===== config.mk =====
export PLATFORM = sky130hd
export DESIGN_NAME = dut_cmd_slave
export DESIGN_NICKNAME = d
export VERILOG_FILES = /design/src/rtl/dut_cmd_pkg.sv /design/src/rtl/dut_rsp_fifo.sv /design/src/rtl/dut_cmd_slave.sv
export SDC_FILE = /design/constraint.sdc
export NUM_CORES = 1
export LEC_CHECK = 0
export CORE_MARGIN = 2
export CORE_UTILIZATION = 59
export CTS_CLUSTER_SIZE = 16
export DETAILED_ROUTE_END_ITERATION = 10
export PLACE_DENSITY = 0.86
export SLEW_MARGIN = 20
export SYNTH_ARGS = -nofsm -noshare
export SYNTH_HDL_FRONTEND = slang
export SYNTH_SLANG_ARGS = --single-unit

===== constraint.sdc =====
create_clock -name clk -period 3.9 [get_ports clk]
set_input_delay 0.78 -clock clk [delete_from_list [all_inputs] [get_ports clk]]
set_output_delay 0.78 -clock clk [all_outputs]
set_load 0.1 [all_outputs]

===== src/rtl/dut_cmd_pkg.sv =====
// rtl/dut_cmd_pkg.sv - shared opcodes, sizes and response type for the command slave
package dut_cmd_pkg;

    localparam int NUM_REGS = 16;
    localparam int DATA_W   = 4;
    localparam int ADR_W    = 4;
    localparam int CMD_W    = 4;

    typedef enum logic [CMD_W-1:0] {
        CMD_NOP     = 4'd0,
        CMD_WRITE   = 4'd1,
        CMD_READ    = 4'd2,
        CMD_INC     = 4'd3,
        CMD_CLR_ALL = 4'd4
    } cmd_e;

    typedef enum logic {
        ST_IDLE  = 1'b0,
        ST_CLEAR = 1'b1
    } state_e;

    typedef struct packed {
        logic [ADR_W-1:0]  adr;
        logic [DATA_W-1:0] data;
    } rsp_t;

    function automatic logic is_legal(input logic [CMD_W-1:0] cmd);
        return cmd <= CMD_CLR_ALL;
    endfunction

endpackage


===== src/rtl/dut_rsp_fifo.sv =====
// rtl/dut_rsp_fifo.sv - synchronous response FIFO; pop frees a slot for a same-edge push
module dut_rsp_fifo
    import dut_cmd_pkg::*;
#(
    parameter int DEPTH = 4
) (
    input  logic clk,
    input  logic rst,
    input  logic push,
    input  rsp_t push_data,
    input  logic pop,
    output logic full,
    output logic empty,
    output rsp_t head
);

    localparam int PTR_W = $clog2(DEPTH);
    localparam logic [PTR_W:0] PTR_ONE = {{PTR_W{1'b0}}, 1'b1};

    rsp_t            mem [DEPTH];
    logic [PTR_W:0]  wr_ptr;
    logic [PTR_W:0]  rd_ptr;
    logic            do_push;
    logic            do_pop;

    // Extra pointer MSB distinguishes full from empty when the indices match.
    assign empty   = (wr_ptr == rd_ptr);
    assign full    = (wr_ptr[PTR_W] != rd_ptr[PTR_W]) &&
                     (wr_ptr[PTR_W-1:0] == rd_ptr[PTR_W-1:0]);
    assign do_pop  = pop && !empty;
    assign do_push = push && (!full || do_pop);

    always_ff @(posedge clk) begin
        if (rst) begin
            wr_ptr <= '0;
            rd_ptr <= '0;
        end else begin
            if (do_push) wr_ptr <= wr_ptr + PTR_ONE;
            if (do_pop)  rd_ptr <= rd_ptr + PTR_ONE;
        end
    end

    always_ff @(posedge clk) begin
        if (do_push) mem[wr_ptr[PTR_W-1:0]] <= push_data;
    end

    assign head = empty ? '0 : mem[rd_ptr[PTR_W-1:0]];

endmodule


===== src/rtl/dut_cmd_slave.sv =====
// rtl/dut_cmd_slave.sv - bus command consumer: 16x4 register array, clear sweep, read response FIFO
module dut_cmd_slave
    import dut_cmd_pkg::*;
#(
    parameter int RSP_DEPTH = 4,
    parameter int CNT_W     = 8
) (
    input  logic              clk,
    input  logic              rst,
    input  logic [CMD_W-1:0]  cmd,
    input  logic [ADR_W-1:0]  adr,
    input  logic [DATA_W-1:0] data,
    output logic              rsp_valid,
    input  logic              rsp_ready,
    output logic [ADR_W-1:0]  rsp_adr,
    output logic [DATA_W-1:0] rsp_data,
    output logic              busy,
    output logic [CNT_W-1:0]  illegal_cnt,
    output logic [CNT_W-1:0]  drop_cnt
);

    localparam logic [CNT_W-1:0] CNT_MAX  = '1;
    localparam logic [ADR_W-1:0] LAST_IDX = ADR_W'(NUM_REGS - 1);

    state_e            state_q;
    state_e            state_d;
    logic [ADR_W-1:0]  sweep_idx;
    logic [DATA_W-1:0] reg_file [NUM_REGS];

    logic do_write;
    logic do_inc;
    logic do_read;
    logic illegal_hit;
    logic drop_hit;
    logic pop;
    logic fifo_full;
    logic fifo_empty;
    rsp_t push_rsp;
    rsp_t fifo_head;

    assign rsp_valid = !fifo_empty;
    assign pop       = rsp_valid && rsp_ready;
    assign busy      = (state_q == ST_CLEAR);
    assign push_rsp  = {adr, reg_file[adr]};
    assign rsp_adr   = fifo_head.adr;
    assign rsp_data  = fifo_head.data;

    always_ff @(posedge clk) begin
        if (rst) state_q <= ST_IDLE;
        else     state_q <= state_d;
    end

    always_comb begin
        state_d     = state_q;
        do_write    = 1'b0;
        do_inc      = 1'b0;
        do_read     = 1'b0;
        illegal_hit = 1'b0;
        drop_hit    = 1'b0;
        case (state_q)
            ST_IDLE: begin
                if (!is_legal(cmd)) begin
                    illegal_hit = 1'b1;
                end else begin
                    case (cmd)
                        CMD_WRITE:   do_write = 1'b1;
                        CMD_INC:     do_inc   = 1'b1;
                        CMD_CLR_ALL: state_d  = ST_CLEAR;
                        CMD_READ: begin
                            // A pop on the same edge frees the slot, so only a stalled full FIFO drops.
                            if (fifo_full && !pop) drop_hit = 1'b1;
                            else                   do_read  = 1'b1;
                        end
                        default: ;
                    endcase
                end
            end
            ST_CLEAR: begin
                if (cmd != CMD_NOP)       drop_hit = 1'b1;
                if (sweep_idx == LAST_IDX) state_d = ST_IDLE;
            end
            default: state_d = ST_IDLE;
        endcase
    end

    always_ff @(posedge clk) begin
        if (rst || state_q == ST_IDLE) sweep_idx <= '0;
        else                           sweep_idx <= sweep_idx + ADR_W'(1);
    end

    always_ff @(posedge clk) begin
        if (rst) begin
            for (int i = 0; i < NUM_REGS; i++) reg_file[i] <= '0;
        end else if (state_q == ST_CLEAR) begin
            reg_file[sweep_idx] <= '0;
        end else if (do_write) begin
            reg_file[adr] <= data;
        end else if (do_inc) begin
            reg_file[adr] <= reg_file[adr] + DATA_W'(1);
        end
    end

    always_ff @(posedge clk) begin
        if (rst) begin
            illegal_cnt <= '0;
            drop_cnt    <= '0;
        end else begin
            if (illegal_hit && illegal_cnt != CNT_MAX) illegal_cnt <= illegal_cnt + CNT_W'(1);
            if (drop_hit && drop_cnt != CNT_MAX)       drop_cnt    <= drop_cnt + CNT_W'(1);
        end
    end

    dut_rsp_fifo #(
        .DEPTH(RSP_DEPTH)
    ) u_rsp_fifo (
        .clk      (clk),
        .rst      (rst),
        .push     (do_read),
        .push_data(push_rsp),
        .pop      (pop),
        .full     (fifo_full),
        .empty    (fifo_empty),
        .head     (fifo_head)
    );

    a_cmd_known: assert property (@(posedge clk) disable iff (rst) !$isunknown(cmd));

endmodule


Word level (Yosys, flattened, before mapping)
Memory sizes are Yosys's and may differ from the RTL's. A register that Yosys moved wholly into a read port is not among the register bits.
Index checks and enable logic that the tools add are counted.
- input port bits: 15
- word-level logic and storage cells: 89
- memories: 2
- output and inout port bits: 26
- bits in registers: 27
- RAM bits: 96
- memory list (memory ; words ; bits a word ; read ports ; clocked after Yosys merged registers in ; write ports ; line ; source):
    reg_file ; 16 ; 4 ; 1 ; 0 ; 16 ; dut_cmd_slave.sv:28 ; logic [DATA_W-1:0] reg_file [NUM_REGS];
    u_rsp_fifo.mem ; 4 ; 8 ; 1 ; 1 ; 1 ; dut_rsp_fifo.sv:20 ; rsp_t mem [DEPTH];
- magnitude comparators: 1
- add/subtract/negate cells: 6
- equal/unequal tests: 10
- mux-type cells: 47
- reduce and logical (&&, ||, !) cells: 15
- bitwise logic cells: 2
- operators with widths (cell ; count):
    1-bit 2-to-1 mux ; 37
    4-bit 2-to-1 mux ; 5
    8-bit by 1-bit adder with 8-bit output, second input constant ; 2
    8-bit inequality test, second input constant ; 2
    4-bit by 1-bit adder with 4-bit output, second input constant ; 2
    4-bit by 2-bit == test with 1-bit output, second input constant ; 2
    8-bit 2-to-1 mux ; 1
    4-bit OR reduction ; 2
    1-bit logical AND ; 7
    3-bit by 1-bit adder with 3-bit output, second input constant ; 2
    4-bit by 1-bit == test with 1-bit output, second input constant ; 1
    4-bit by 3-bit == test with 1-bit output, second input constant ; 1
    4-bit == test, second input constant ; 1
    4-bit by 3-bit <= comparator with 1-bit output, second input constant ; 1
    2-bit 2-to-1 mux ; 2
    1-bit one-hot mux with 2 select lines ; 2
    4-bit nonzero test ; 1
    3-bit == test ; 1
    1-bit zero test ; 3
    2-bit == test ; 1
    1-bit logical OR ; 2
    1-bit inequality test ; 1
    1-bit inverter ; 1
    1-bit bitwise OR ; 1

Logic depth before layout (Yosys ltp)
Gate-level depths: netlist of the first run.
- depth in word-level cells: 12
- gate-level depth with buffers: 10
- depth with buffers taken out: 7

Cells and area by module
A second synthesis of the first run with hierarchy kept.
- cells, all modules: 467
- area, all modules: 5953.2 sq um
- modules (own cells, without submodules) (module ; times used ; cells each ; seq. area each (sq um) ; area an instance (sq um)):
    dut_cmd_slave ; 1 ; 363 ; 2342.2 ; 4245.3
    dut_rsp_fifo ; 1 ; 104 ; 1121.1 ; 1707.9

Least setup slack after synthesis of the first run
No wires, ideal clock.
- kind: input-to-reg
- from: input port adr[1]
- to: memory reg_file[0][1] (data pin)
- required time: 3.635 ns
- cell stages on the path: 10
- library setup time: 0.265 ns
- buffers on the path: 3
- path slack: 0.473 ns
- arrival: 3.162 ns
- path through: clkbuf_1 clkbuf_1 mux4_2 a22oi_1 nand3_1 ha_1 mux2_2 nand2_1 clkbuf_1 nor2_1
- RTL lines (what ; line ; source):
    start: declaration ; dut_cmd_slave.sv:11 ; input logic [ADR_W-1:0] adr,
    end: declaration ; dut_cmd_slave.sv:28 ;

==> flow_summary.ini, run 1 <==
[run_status]
status = complete, no violations

[grt]
grt_start_max_net_pins = 33
grt_pass1_wl_mm = 21.28
grt_pass1_vias = 4039
antenna_found_initial = 0
grt_overflow = 0
track_usage_pct = 25.59

[sta]
slew_headroom_pct = 31.62
fmax_mhz = 301.5
rsz0062_at_grt = no
drv_slew = 0
final_hold_viol_count = 0
finalCritPeriodShare_pct = 85.03
setup_viol = 0
fin_crit_ns = 3.316
tightest_slew_ns = 1.015
finalSetupTns_ns = 0
fin_skew_ns = 0.007357
setup_slack_ns = 0.5838

[clocking]
clkTransAtPathRegs_ns = 0.06
cts_resized = 0
cts_made_buffers = 17
clk_latency_ns = 0.52
clkSinkCount = 125
ctsHoldBuffers = 0
cts-root-buf = clkbuf_8
cts_setup_buffers = 0
clock_path_buffers = 2
cts_tree = yes
cts_max_level = 4

[final_layout]
fill_cells = 608
area_growth_pct = 19.59
drive_gt1_share_pct = 15.77
layout.nets = 531
antenna_cells = 0

[route]
first_pass_iters = 5
wire_per_inst_um = 20.02
ant_nets = 0
drc = 0
vias = 4047
drtIter0Drc = 538
vias_per_cell = 6.198
wl_mm = 13.07

[place]
portBuffers = 40
post-place-ws_ns = 0.1617
hpwl_mm = 8.922
gp_congestion = 0.8766

[synthesis]
synth_cells = 453
ys_warn_count = 0
syn_avg_cell_area_um2 = 12.93
synth_top_cell_area_share_pct = 49.23
synth_top_area_cell = edfxtp_1
syn-num-nets = 477
ys_async_sr_fraction_pct = 0
ys_ff_latch = 125
synth_edf_count = 96
synth_area_leaders = edfxtp_1 49%, dfxtp_1 9.9%, mux4_2 6.2%, mux4_1 4.5%, nor2_1 3.8%
synthDistinctLibCells = 45
netlist_area_um2 = 5856
synthFlopType = edfxtp_1
seq_area_frac_synth_pct = 59.15

[worst_setup_path]
end_kind = flop
critPathLaunchType = input pin
critical_path_required_ns = 4.22
rrSetupSlack_ns = 1.20
path_class = in2reg
r2r_cells = 4
cp.arrival_ns = 3.63
r2r_start = reg_file[9][2]$_SDFFCE_PN0P_
worstPathMaxFanout = 24
reg2reg_to = reg_file[1][3]$_SDFFCE_PN0P_

[floorplan]
die_h_um = 103.6
die_area_um2 = 10740
num_io_pins = 41
fp.coreArea_um2 = 9684
rows = 36
dieWidth_um = 103.6
start_util_pct = 60.47

[flow_run]
maxCapViolations = 0

[min_path]
hp-start = drop_cnt[6]$_SDFFE_PP0P_
hold_path_depth = 2
hp-class = reg2reg
holdPathEnd = drop_cnt[6]$_SDFFE_PP0P_

[power]
p_per_area_nw_per_um2 = 472.5
p_leak_nw = 2.380
vdd_drop_max_mv = 0.3128
[power breakdown]
group	switching, mW	internal (mW)	total [mW]
clock	0.554	0.963	1.52
sequential	0.0203	1.47	1.49
combinational	0.202	0.103	0.305
total	0.776	2.53	3.31
[Yosys cell counts, drive strengths merged (6+ instances only)]
| cell type | instances |
|---|---|
| nor3 | 28 |
| buf | 7 |
| nor2 | 61 |
| and2 | 11 |
| nand3 | 16 |
| a21oi | 7 |
| nor4 | 11 |
| inv | 12 |
| nand2b | 20 |
| dfxtp | 29 |
| o21ai | 9 |
| o31ai | 6 |
| clkbuf | 15 |
| or4 | 6 |
| ha | 9 |
| xor2 | 6 |
| xnor2 | 11 |
| nand2 | 30 |
| mux4 | 26 |
| edfxtp | 96 |
[cell families after synthesis]
group                      count (synthesis)  share of synthesized area [%]
xor gates and xnor gates                  17                          2.543
muxes                                     32                          11.69
adders and majority gates                  9                          1.923
buffers and inverters                     34                          2.820
and+or+nand+nor                          203                          17.91
AOI/OAI and AO/OA                         33                          3.974
DFF                                      125                          59.15
[worst max-delay path by stage]
stage,from,endpoint,slack (ns)
after floorplan,adr[1],reg_file[0][1]$_SDFFCE_PN0P_,0.47
after global placement,adr[0],reg_file[11][1]$_SDFFCE_PN0P_,0.24
after detailed placement,adr[0],reg_file[13][1]$_SDFFCE_PN0P_,0.16
after CTS,adr[0],reg_file[1][3]$_SDFFCE_PN0P_,0.65
after global routing,adr[0],reg_file[3][3]$_SDFFCE_PN0P_,0.51
final,adr[0],reg_file[1][3]$_SDFFCE_PN0P_,0.58
[layout by cell type, fill, tap and decap left out, types with 9 or more instances in the layout]
| cell | n |
|---|---|
| and2_1 | 11 |
| buf_4 | 25 |
| clkbuf_16 | 16 |
| clkdlybuf4s50_1 | 31 |
| dfxtp_1 | 29 |
| edfxtp_1 | 96 |
| ha_1 | 9 |
| inv_1 | 12 |
| mux4_1 | 10 |
| mux4_2 | 16 |
| nand2_1 | 30 |
| nand2b_1 | 20 |
| nand3_1 | 16 |
| nor2_1 | 60 |
| nor3_1 | 28 |
| xnor2_1 | 11 |
[registers in the layout, indices dropped and copies added (netlist names), named ones only]
name,cells
reg_file,64
u_rsp_fifo.rd_ptr,3
u_rsp_fifo.mem,32
busy,1
illegal_cnt,8
u_rsp_fifo.wr_ptr,3
sweep_idx,4
drop_cnt,8
[per-layer routing]
layer	up-vias	routed length, um	share of wire [%]	track usage [%]
met1	1982	5135	39	32.71
met4	0	293	2.2	9.073
li1	1817	-	-	-
met2	216	6591	50	42.57
met5	-	0	0	0
met3	32	1050	8.0	6.797
[cell type report]
cell class                 count  area, um2  share of cell area (%)
sequential                   125       3463                   49.46
clock buffer                  19      421.7                   6.021
multi-input combinational    294       2240                   31.98
timing repair buffer          57      518.0                   7.397
tap                          133      166.4                   2.376
inverter                      12      45.04                  0.6432
clock inverter                13      148.9                   2.126
[critical path, stage by stage]
cell	delay (ns)
clkdlybuf4s50_1	0.51
buf_12	0.20
mux4_1	0.60
mux4_2	0.61
and4b_1	0.53
nor4_1	0.39
[through the flow]
step / hold WS, ns / util, % / area [um2] / std cells / power [mW]
after detailed placement: 0.4968 / 66.36 / 6426 / 621 / 1.814
after global routing: 0.5278 / 72.31 / 7003 / 653 / 3.401
final: 0.5160 / 72.31 / 7003 / 653 / 3.309
after CTS: 0.5118 / 72.25 / 6997 / 653 / 3.314
after floorplan: 0.4595 / - / 5856 / 453 / 1.721
after global placement: 0.4805 / 66.36 / 6426 / 621 / 1.803
Note: power is estimated with default switching activity, not from simulation.
==> run 2, diff against run 1 <==
CAP_MARGIN = 5   (was unset)
CORE_MARGIN = unset   (was 2)
==> run 2 against run 1 <==
  * Critical path depth did not move
  * Worst hold slack gained 0.013 ns
  * Clock-buffer cell count rose by 7
  * Cell count down 0.77%
  * Critical path type unchanged
==> flow_summary.ini, run 2 (synthesized netlist as in run 1, its figures left out) <==
[min_path]
hold_path_depth = 2
hp-start = drop_cnt[5]$_SDFFE_PP0P_
holdPathEnd = drop_cnt[5]$_SDFFE_PP0P_
hp-class = reg2reg

[final_layout]
area_growth_pct = 19.53
largest_reg_flops = 64
regArea_um2 = 3463
multi_input_area_um2 = 2240
final_cell_count_no_fill = 648
layout.nets = 530
final_common_cell = edfxtp_1
drive_gt1_share_pct = 15.41
finalInstanceArea_um2 = 6999
fill_cells = 578
largest_register = reg_file
layout_common_cells = 96 x edfxtp_1, 60 x nor2_1, 31 x clkdlybuf4s50_1
antenna_cells = 0

[floorplan]
dieWidth_um = 101.6
num_io_pins = 41
fp.coreArea_um2 = 9415
start_util_pct = 62.19
die_area_um2 = 10330
die_h_um = 101.6
rows = 35

[sta]
setup_viol = 0
slew_headroom_pct = 34.07
tightest_slew_ns = 0.9859
finalSetupTns_ns = 0
setup_slack_ns = 0.5934
fin_skew_ns = 0.01060
fin_crit_ns = 3.307
drv_slew = 0
fmax_mhz = 302.4
final_hold_viol_count = 0
finalCritPeriodShare_pct = 84.78
rsz0062_at_grt = no

[worst_setup_path]
worstPathMaxFanout = 24
r2r_start = reg_file[2][3]$_SDFFCE_PN0P_
reg2reg_to = reg_file[4][3]$_SDFFCE_PN0P_
critical_path_required_ns = 4.22
crit_chain = clkdlybuf4s50_1, buf_12, mux4_1, mux4_2, and4b_1, nor4_1
slowest_delay_ns = 0.64
critPathLaunchType = input pin
path_class = in2reg
end_kind = flop
crit_family = multiplexers
cp.arrival_ns = 3.63
cp_slowest_cell = mux4_1
rrSetupSlack_ns = 1.25
r2r_cells = 5
crit_buf_inv = 2

[place]
placed_area_um2 = 6426
hpwl_mm = 9.084
place_inst = 616
portBuffers = 40
post-place-ws_ns = 0.1308
gp_congestion = 0.8901

[clocking]
cts_resized = 0
cts_max_level = 4
cts_tree = yes
clock_path_buffers = 2
clkSinkCount = 125
cts_setup_buffers = 0
clk_latency_ns = 0.53
cts_made_buffers = 17
ctsHoldBuffers = 0
clkTransAtPathRegs_ns = 0.06
cts-root-buf = clkbuf_8

[route]
wire_per_inst_um = 21.42
wl_mm = 13.88
drc = 0
first_pass_iters = 6
vias = 4168
ant_nets = 0
drtIter0Drc = 449
vias_per_cell = 6.432

[flow_run]
maxCapViolations = 0

[grt]
grt_start_max_net_pins = 32
grt_pass1_wl_mm = 22.31
track_usage_pct = 30.12
grt_overflow = 0
antenna_found_initial = 0
grt_pass1_vias = 4223

[power]
p_leak_nw = 2.390
p_per_area_nw_per_um2 = 471.6
vdd_drop_max_mv = 0.2742

[run_status]
status = complete, no violations
-- run 2: cell types whose count changed in the layout (fill, tap and decap cells not counted), sizes merged --
cell	previous run	this run
clkinv	7	4
clkinvlp	3	0
bufinv	3	1
inv	12	13
clkbuf	19	26
buf	26	25
-- run 2: final cells by class --
class	instances	share of cell area, %
Inverter	12	0.6435
Clock inverter	6	0.8044
Sequential cell	125	49.48
Tap cell	129	2.306
Timing Repair Buffer	56	7.472
Multi-Input combinational cell	294	32.00
Clock buffer	26	7.294
-- run 2: worst max path at each step --
| stage | slack [ns] | to | depth (start not counted) | startpoint |
|---|---|---|---|---|
| 4_1_cts | 0.66 | reg_file[15][3]$_SDFFCE_PN0P_ | 6 | adr[0] |
| 6_report | 0.59 | reg_file[4][3]$_SDFFCE_PN0P_ | 6 | adr[0] |
| 3_5_place_dp | 0.13 | reg_file[5][3]$_SDFFCE_PN0P_ | 6 | adr[0] |
| 2_1_floorplan | 0.47 | reg_file[0][1]$_SDFFCE_PN0P_ | 10 | adr[1] |
| 3_3_place_gp | 0.24 | reg_file[8][1]$_SDFFCE_PN0P_ | 10 | adr[0] |
| 5_1_grt | 0.48 | reg_file[6][3]$_SDFFCE_PN0P_ | 7 | adr[0] |
-- run 2: tightest hold or removal path: stages, from the launching register on --
cell and delay, ns:
dfxtp_1 0.34, o31ai_1 0.07, a21oi_1 0.06
-- run 2: metal layers --
metal | vias to the layer above | track usage (%) | wire, um
li1 | 1812 | - | -
met1 | 2044 | 36.89 | 5319
met2 | 259 | 50.16 | 6911
met3 | 53 | 7.108 | 1141
met4 | 0 | 15.38 | 507
met5 | - | 0 | 0
-- run 2: power by group --
group | switching [mW] | total [mW] | internal (mW)
clock network | 0.549 | 1.50 | 0.952
logic | 0.207 | 0.314 | 0.107
registers | 0.0200 | 1.49 | 1.47
-- run 2: metrics by stage --
step	power (mW)	hold slack, ns	util [%]
2_1_floorplan	1.721	0.4595	-
3_3_place_gp	1.808	0.4841	68.25
3_5_place_dp	1.820	0.4986	68.25
4_1_cts	3.305	0.5102	74.27
5_1_grt	3.376	0.5538	74.34
6_report	3.301	0.5287	74.34
==> run 3, diff against run 2 <==
clock period = 3.39 ns   (was 3.9 ns; I/O delays follow)
==> run 3 against run 2 <==
  * Sequential power up 15%
  * Final area grew 2.4%
  * Clock skew decreased by 0.0047 ns
  * Sequential cell count unchanged
  * Die area unchanged
  * Setup slack got worse by 0.21 ns
  * Sequential share of layout area shrank 1.1 points
==> flow_summary.ini, run 3 (synthesized netlist as in run 1, its figures left out) <==
[route]
drc = 0
vias_per_cell = 6.351
vias = 4249
wire_per_inst_um = 21.20
ant_nets = 0
wl_mm = 14.18
first_pass_iters = 6
drtIter0Drc = 352

[power]
seqPwrFrac_pct = 44.6
p_leak_nw = 2.548
combPwrFrac_pct = 9.8
clockPowerShare_pct = 45.6
p_int_mw = 2.881
p_per_area_nw_per_um2 = 535.8
switchingPower_uw = 957.8
vdd_drop_max_mv = 0.4141
swShare_pct = 24.95

[floorplan]
die_h_um = 101.6
rows = 35
start_util_pct = 62.19
dieWidth_um = 101.6
fp.coreArea_um2 = 9415
die_area_um2 = 10330
num_io_pins = 41

[grt]
grt_pass1_wl_mm = 22.37
track_usage_pct = 30.51
antenna_found_initial = 0
grt_pass1_vias = 4234
grt_overflow = 0
grt_start_max_net_pins = 32

[place]
gp_congestion = 0.8982
post-place-ws_ns = -0.07903
portBuffers = 40
placed_area_um2 = 6579
place_inst = 637
hpwl_mm = 9.111

[final_layout]
drive_gt1_share_pct = 22.78
largest_register = reg_file
final_util_pct = 76.09
layout_common_cells = 96 x edfxtp_1, 60 x nor2_1, 58 x buf_4
final_common_cell = edfxtp_1
layout.nets = 551
largest_reg_flops = 64
fill_cells = 559
antenna_cells = 0
finalInstanceArea_um2 = 7164
final_cell_count_no_fill = 669
area_growth_pct = 22.35

[clocking]
cts-root-buf = clkbuf_8
ctsHoldBuffers = 0
cts_setup_buffers = 0
cts_tree = yes
clkSinkCount = 125
clock_path_buffers = 2
cts_max_level = 4
cts_resized = 0
clkTransAtPathRegs_ns = 0.06
clk_latency_ns = 0.53
cts_made_buffers = 17

[sta]
fin_skew_ns = 0.005940
rsz0062_at_grt = no
setup_slack_ns = 0.3824
finalCritPeriodShare_pct = 88.72
finalSetupTns_ns = 0
final_hold_viol_count = 0
setup_viol = 0
fin_crit_ns = 3.008
fmax_mhz = 332.5
slew_headroom_pct = 21.01
tightest_slew_ns = 1.173
drv_slew = 0

[worst_setup_path]
crit_buf_inv = 3
worstPathMaxFanout = 19
slowest_delay_ns = 0.62
end_kind = flop
crit_family = multiplexers
critical_path_required_ns = 3.71
r2r_cells = 6
cp_slowest_cell = mux4_1
critPathLaunchType = input pin
r2r_start = busy$_SDFF_PP0_
reg2reg_to = reg_file[5][1]$_SDFFCE_PN0P_
crit_chain = clkdlybuf4s50_1, buf_12, mux4_1, mux4_2, and4b_1, buf_12, nor4_1
rrSetupSlack_ns = 0.59
cp.arrival_ns = 3.33
crit_top_cell = buf_12
path_class = in2reg

[run_status]
status = complete, no violations

[min_path]
holdPathEnd = drop_cnt[4]$_SDFFE_PP0P_
hp-start = drop_cnt[4]$_SDFFE_PP0P_
hold_path_depth = 2
hp-class = reg2reg

[flow_run]
maxCapViolations = 0
run 3: power by group through the flow:
stage | clock (mW) | sequential [mW] | combinational [mW]
after floorplan | 0 | 1.76 | 0.217
after global placement | 0 | 1.74 | 0.360
after detailed placement | 0 | 1.74 | 0.371
after CTS | 1.76 | 1.71 | 0.374
after global routing | 1.82 | 1.71 | 0.395
final | 1.75 | 1.71 | 0.378
run 3: final cells by class:
class | instances | area, um2 | area share (%)
clock inverters | 10 | 71.32 | 0.9955
well taps | 129 | 161.4 | 2.253
repair buffers | 77 | 675.6 | 9.431
inverters | 12 | 45.04 | 0.6287
flip-flops and latches | 125 | 3463 | 48.34
clock buffers | 22 | 508.0 | 7.090
multi-input cells | 294 | 2240 | 31.26
run 3: stage by stage:
stage / hold slack (ns) / power, mW
after detailed placement: 0.5000 / 2.113
after CTS: 0.5129 / 3.844
after global placement: 0.4816 / 2.099
after global routing: 0.5411 / 3.929
after floorplan: 0.4595 / 1.980
final: 0.5175 / 3.839
run 3: how the worst max path moves through the flow:
| stage | from | end | slack [ns] | cells past startpoint |
|---|---|---|---|---|
| after floorplan | adr[1] | reg_file[0][1]$_SDFFCE_PN0P_ | 0.06 | 10 |
| after global placement | adr[0] | reg_file[5][1]$_SDFFCE_PN0P_ | -0.05 | 10 |
| after detailed placement | adr[0] | reg_file[7][1]$_SDFFCE_PN0P_ | -0.08 | 10 |
| after CTS | adr[0] | reg_file[6][3]$_SDFFCE_PN0P_ | 0.42 | 7 |
| after global routing | adr[0] | reg_file[10][1]$_SDFFCE_PN0P_ | 0.32 | 10 |
| final | adr[0] | reg_file[6][3]$_SDFFCE_PN0P_ | 0.38 | 7 |
run 3: worst min-delay path: cells and delay by family (launching register included):
family          cells  cell delay (ns)
flops               1             0.34
compound gates      2             0.13
run 3: routing by layer:
layer | vias up | global-route usage, % | part of all wire, %
li1 | 1861 | - | -
met1 | 2034 | 34.38 | 36
met2 | 288 | 52.18 | 51
met3 | 66 | 9.041 | 8.8
met4 | 0 | 16.61 | 4.2
met5 | - | 0 | 0
==> RTL edit 1, RTL diff (flow settings as in run 3) <==
Change the package constant `NUM_REGS` from 16 to 64.
--- a/src/rtl/dut_cmd_pkg.sv
+++ b/src/rtl/dut_cmd_pkg.sv
@@ -3,3 +3,3 @@
 
-    localparam int NUM_REGS = 16;
+    localparam int NUM_REGS = 64;
     localparam int DATA_W   = 4;
Behaviour: no difference found for any inputs over 4 cycles, from zero or initial values and one cycle with rst high; that may be too few to reach the edited logic, so the function may still have changed.
==> RTL edit 1 against run 3 <==
Synthesized cell count increased by 0.22%; critical path depth up 3; power down 2.2%; final area fell by 0.75%; synthesized area is 0.92% higher; combinational power fell by 2%; sequential cell count unchanged; first-iteration DRC count is 15% lower; register-to-register slack improved by 140 ps; clock power decreased by 4%; routed wire length decreased by 3.3%; worst setup slack got worse by 140 ps.
==> RTL edit 1: results (changes against run 3) <==
Register with the most flip-flops: reg_file
Endpoint of the worst-slack reg-to-reg timing path: reg_file[13][2]$_SDFFCE_PN0P_
Reg-to-reg slack, setup: 730 ps (+140 ps)
Clock tree root buffer cell: clkbuf_8
Worst Reg2Reg Path Length in Cells: 8 (+2)
Multiplexer fraction of the synthesized cell area: 11.6% (-0.085 points)
Layout cell share with drive strength beyond 1: 23.4% (+0.57 points)
Outcome: finished clean
Compound-Gate Fraction of Synth Area: 4.53% (+0.56 points)
Remaining max-slew budget at the tightest pin: 47.7% (+27 points)
Routed via count divided by cell count: 6.25 (-1.7%)
Final design area excluding fillers: 0.00711 sq mm (-0.75%)
CP Max Fanout: 16 (-3)
Sequential cell area fraction in the yosys report: 58.6% (-0.54 points)
Leakage component of the power: 2.46 nW (-3.6%)
Non-filler cells, final: 664 (-0.75%)
Total instance count after detailed placement: 633 (-0.63%)
GR Layer Usage met2: 47.5% (-4.7 points)
Detailed Routing Iterations Pass 1: 6 (unchanged)
Number of distinct library cell variants in the gate-level netlist after synthesis: 49 (+8.9%)
Xor/xnor share of the synthesized area: 2.37% (-0.17 points)
Terminating pin of the worst hold path: drop_cnt[6]$_SDFFE_PP0P_
Net count after synthesis: 478 (+0.21%)
Largest net degree at the start of global routing: 42 (+31%)
Routed wire length per instance: 20.7 microns (-2.5%)
Tot Pwr: 0.00376 W (-2.2%)
Net count of the finished layout: 543 (-1.5%)
Highest routing layer actually used: met4
Wire length of the first global-routing pass: 21,500 microns (-3.7%)
DP HPWL: 9010 microns (-1.1%)
Tot GR Track Use: 28.5% (-2.0 points)
Top cells by area in the synthesized netlist: edfxtp_1 49%, dfxtp_1 9.8%, mux4_2 9.1%
Arrival time of the worst setup path: 3420 ps (+90 ps)
Most frequent cells after synthesis: 96 x edfxtp_1, 74 x nor2_1, 29 x dfxtp_1, 27 x nand2_1, 24 x mux4_2
Length of routed met3 wiring: 1110 microns (-11%)
Post-Syn Area per Cell: 13.0 sq um (+0.70%)
Post-Synth Adder-Cell Area: 1.91% (-0.018 points)
Switching fraction of total power: 24.1% (-0.88 points)
Vias in the first global route: 4,120 (-2.7%)
Iteration-0 DRC Markers: 298 (-15%)
Met2 Routed Length: 7030 microns (-2.2%)
Worst Hold Launch: drop_cnt[6]$_SDFFE_PP0P_
Max VDD drop: 0.288 mV (-30%)
Reg-to-reg critical path startpoint: reg_file[15][0]$_SDFFCE_PN0P_
M3 GR Usage: 7.46% (-1.6 points)
Cell area reported after detailed placement: 0.00656 sq mm (-0.27%)
M1 WL: 5250 microns (+2.0%)
RePlAce Congestion: 0.889 (-1.0%)
M1 GR Usage: 35.6% (+1.2 points)
Setup skew after layout: 8.26 ps (+2.32 ps)
-- RTL edit 1: changes by cell type after synthesis, moves of 3 or more --
cell,delta
nor3_1,-20
nor2_1,+14
mux4_1,-8
mux4_2,+8
nor4_2,+7
a22o_1,+3
nand2_1,-3
-- RTL edit 1: final cells by class --
cell class | instances | area [sq um]
Sequential cell | 125 | 3460
Fill cell | 603 | 2620
Clock inverter | 13 | 125
Timing Repair Buffer | 70 | 623
Inverter | 11 | 41.3
Tap cell | 133 | 166
Clock buffer | 18 | 418
Multi-Input combinational cell | 294 | 2270
-- RTL edit 1: through the flow --
stage                     hold slack (ps)  setup WS, ps
after global routing                  536           140
after detailed placement              496          -259
final                                 505           238
after CTS                             506           259
after floorplan                       475           115
after global placement                483          -132
-- RTL edit 1: worst max-delay path, stage by stage --
cell,delay (ps)
clkdlybuf4s50_1,520
buf_12,170
mux4_2,500
mux4_2,540
ha_1,230
inv_1,80
nor3_1,60
o311ai_2,270
buf_4,270
nor2_1,80
==> RTL edit 2, RTL diff (config.mk and constraints of run 3) <==
Made on the original files. Register the output `drop_cnt` once more, with the module's reset; this adds one clock of latency there. The other outputs are not delayed to match.
--- a/src/rtl/dut_cmd_slave.sv
+++ b/src/rtl/dut_cmd_slave.sv
@@ -23,2 +23,4 @@
     localparam logic [ADR_W-1:0] LAST_IDX = ADR_W'(NUM_REGS - 1);
+
+    logic [CNT_W-1:0] drop_cnt_s0;
 
@@ -105,6 +107,6 @@
             illegal_cnt <= '0;
-            drop_cnt    <= '0;
+            drop_cnt_s0 <= '0;
         end else begin
             if (illegal_hit && illegal_cnt != CNT_MAX) illegal_cnt <= illegal_cnt + CNT_W'(1);
-            if (drop_hit && drop_cnt != CNT_MAX)       drop_cnt    <= drop_cnt + CNT_W'(1);
+            if (drop_hit && drop_cnt_s0 != CNT_MAX)       drop_cnt_s0 <= drop_cnt_s0 + CNT_W'(1);
         end
@@ -127,2 +129,10 @@
 
+    always_ff @(posedge clk) begin
+        if (rst) begin
+            drop_cnt <= '0;
+        end else begin
+            drop_cnt <= drop_cnt_s0;
+        end
+    end
+
 endmodule
Formal check against the unedited RTL: not equivalent (Yosys sat finds a counterexample within 4 cycles, from zero or initial values and one cycle with rst high).
==> RTL edit 2 against run 3 <==
Worst setup slack got worse by 46 ps; register-to-register slack better by 90 ps; power increased by 3.2%; final area increased by 2.7%; sequential cell count up 8; synthesized area up 4.1%; routed wire length decreased by 3.3%; clock skew increased by 2.2 ps; largest power group is now sequential cells.
==> RTL edit 2: results (changes against run 3) <==
Outcome: finished clean
Remaining max-slew budget at the tightest pin: 31.2% (+10 points)
Critical-path top delay cell: o31ai_1
Met2 Routed Length: 6940 microns (-3.5%)
Most frequent cells after synthesis: 96 x edfxtp_1, 66 x nor2_1, 37 x dfxtp_1, 29 x nand2_1, 27 x nor3_1
Net count after synthesis: 495 (+3.8%)
Routed wire length per instance: 20.2 microns (-4.5%)
Layout cell share with drive strength beyond 1: 19.4% (-3.3 points)
Max VDD drop: 0.275 mV (-34%)
Wire length of the first global-routing pass: 21,900 microns (-2.0%)
RePlAce Congestion: 0.879 (-2.2%)
Iteration-0 DRC Markers: 404 (+15%)
Ys Warns: 0 (unchanged)
Leakage component of the power: 2.56 nW (+0.63%)
Reg-to-reg slack, setup: 680 ps (+90 ps)
Arrival time of the worst setup path: 3260 ps (-70 ps)
Tot GR Track Use: 27.1% (-3.4 points)
Worst Reg2Reg Path Length in Cells: 5 (-1)
Number of distinct library cell variants in the gate-level netlist after synthesis: 49 (+8.9%)
Critical path startpoint: cmd[2]
Count of vias placed by the detailed router: 4,177 (-1.7%)
Kind of cell adding the most delay to the critical path: simple AND/OR/NAND/NOR gates
CP Capture Point: reg_file[4][3]$_SDFFCE_PN0P_
Top cells by area in the synthesized netlist: edfxtp_1 47%, dfxtp_1 12%, mux4_2 5.9%
Total instance count after detailed placement: 646 (+1.4%)
Synthesized instance count: 471 (+4.0%)
CP Max Fanout: 9 (-10)
Largest net degree at the start of global routing: 48 (+50%)
DP HPWL: 8710 microns (-4.4%)
Net count of the finished layout: 556 (+0.91%)
Count of filler cells inserted in the layout: 609 (+8.9%)
Maximum cell stage delay along the critical path: 880 ps (+260 ps)
RTL edit 2: worst reg2reg max path: stages (launching register included):
cell and delay, ps:
dfxtp_1 470, nor3_1 110, and2_1 290, o31ai_1 880
nand2_1 330, nand2b_1 310
RTL edit 2: kinds of logic (layout without fill, tap and decap cells):
logic type,after synthesis,count (layout),share of synthesized area [%]
AND/OR/NAND/NOR,214,214,18.4
XOR/XNOR,21,21,3.02
flip-flops,133,133,59.5
multiplexers,32,32,11.2
adder cells (fa/ha/maj),9,9,1.85
buffers and inverters,37,111,2.89
AO/OA/AOI/OAI,25,25,3.14
RTL edit 2: per-layer routing:
metal / global-route usage [%] / vias up
met5: 0 / -
met3: 7.11 / 43
met4: 13.9 / 0
li1: - / 1877
met1: 33.3 / 2043
met2: 44.3 / 214
RTL edit 2: worst min-delay path by stage:
| stage | to | cells past startpoint | slack (ps) | from |
|---|---|---|---|---|
| floorplan | sweep_idx[0]$_SDFF_PN0_ | 1 | 460 | sweep_idx[0]$_SDFF_PN0_ |
| global placement | sweep_idx[0]$_SDFF_PN0_ | 1 | 480 | sweep_idx[0]$_SDFF_PN0_ |
| detailed placement | sweep_idx[0]$_SDFF_PN0_ | 1 | 490 | sweep_idx[0]$_SDFF_PN0_ |
| CTS | drop_cnt_s0[7]$_SDFFE_PP0P_ | 2 | 510 | drop_cnt_s0[7]$_SDFFE_PP0P_ |
| global route | drop_cnt[7]$_SDFF_PP0_ | 1 | 520 | drop_cnt_s0[7]$_SDFFE_PP0P_ |
| finish | drop_cnt_s0[7]$_SDFFE_PP0P_ | 2 | 500 | drop_cnt_s0[7]$_SDFFE_PP0P_ |
RTL edit 2: cell type report:
cell class,instances,area share (%)
sequential,133,49.3
multi-input combinational,301,31.3
timing repair buffer,68,8.71
clock buffer,17,5.63
tap,133,2.26
clock inverter,15,2.23
inverter,11,0.561
RTL edit 2: power by group:
group | internal [W] | switching, W | total, W
registers | 0.00178 | 0.0000233 | 0.00180
logic | 0.000133 | 0.000243 | 0.000377
clock network | 0.00111 | 0.000673 | 0.00178
RTL edit 2: stage by stage:
stage	instance area, sq um	power [W]	setup WS, ps
after CTS	7350	0.00396	381
after global routing	7350	0.00405	153
final	7350	0.00396	336
after floorplan	6090	0.00208	55.5
after global placement	6770	0.00219	-43.6
after detailed placement	6770	0.00220	-146
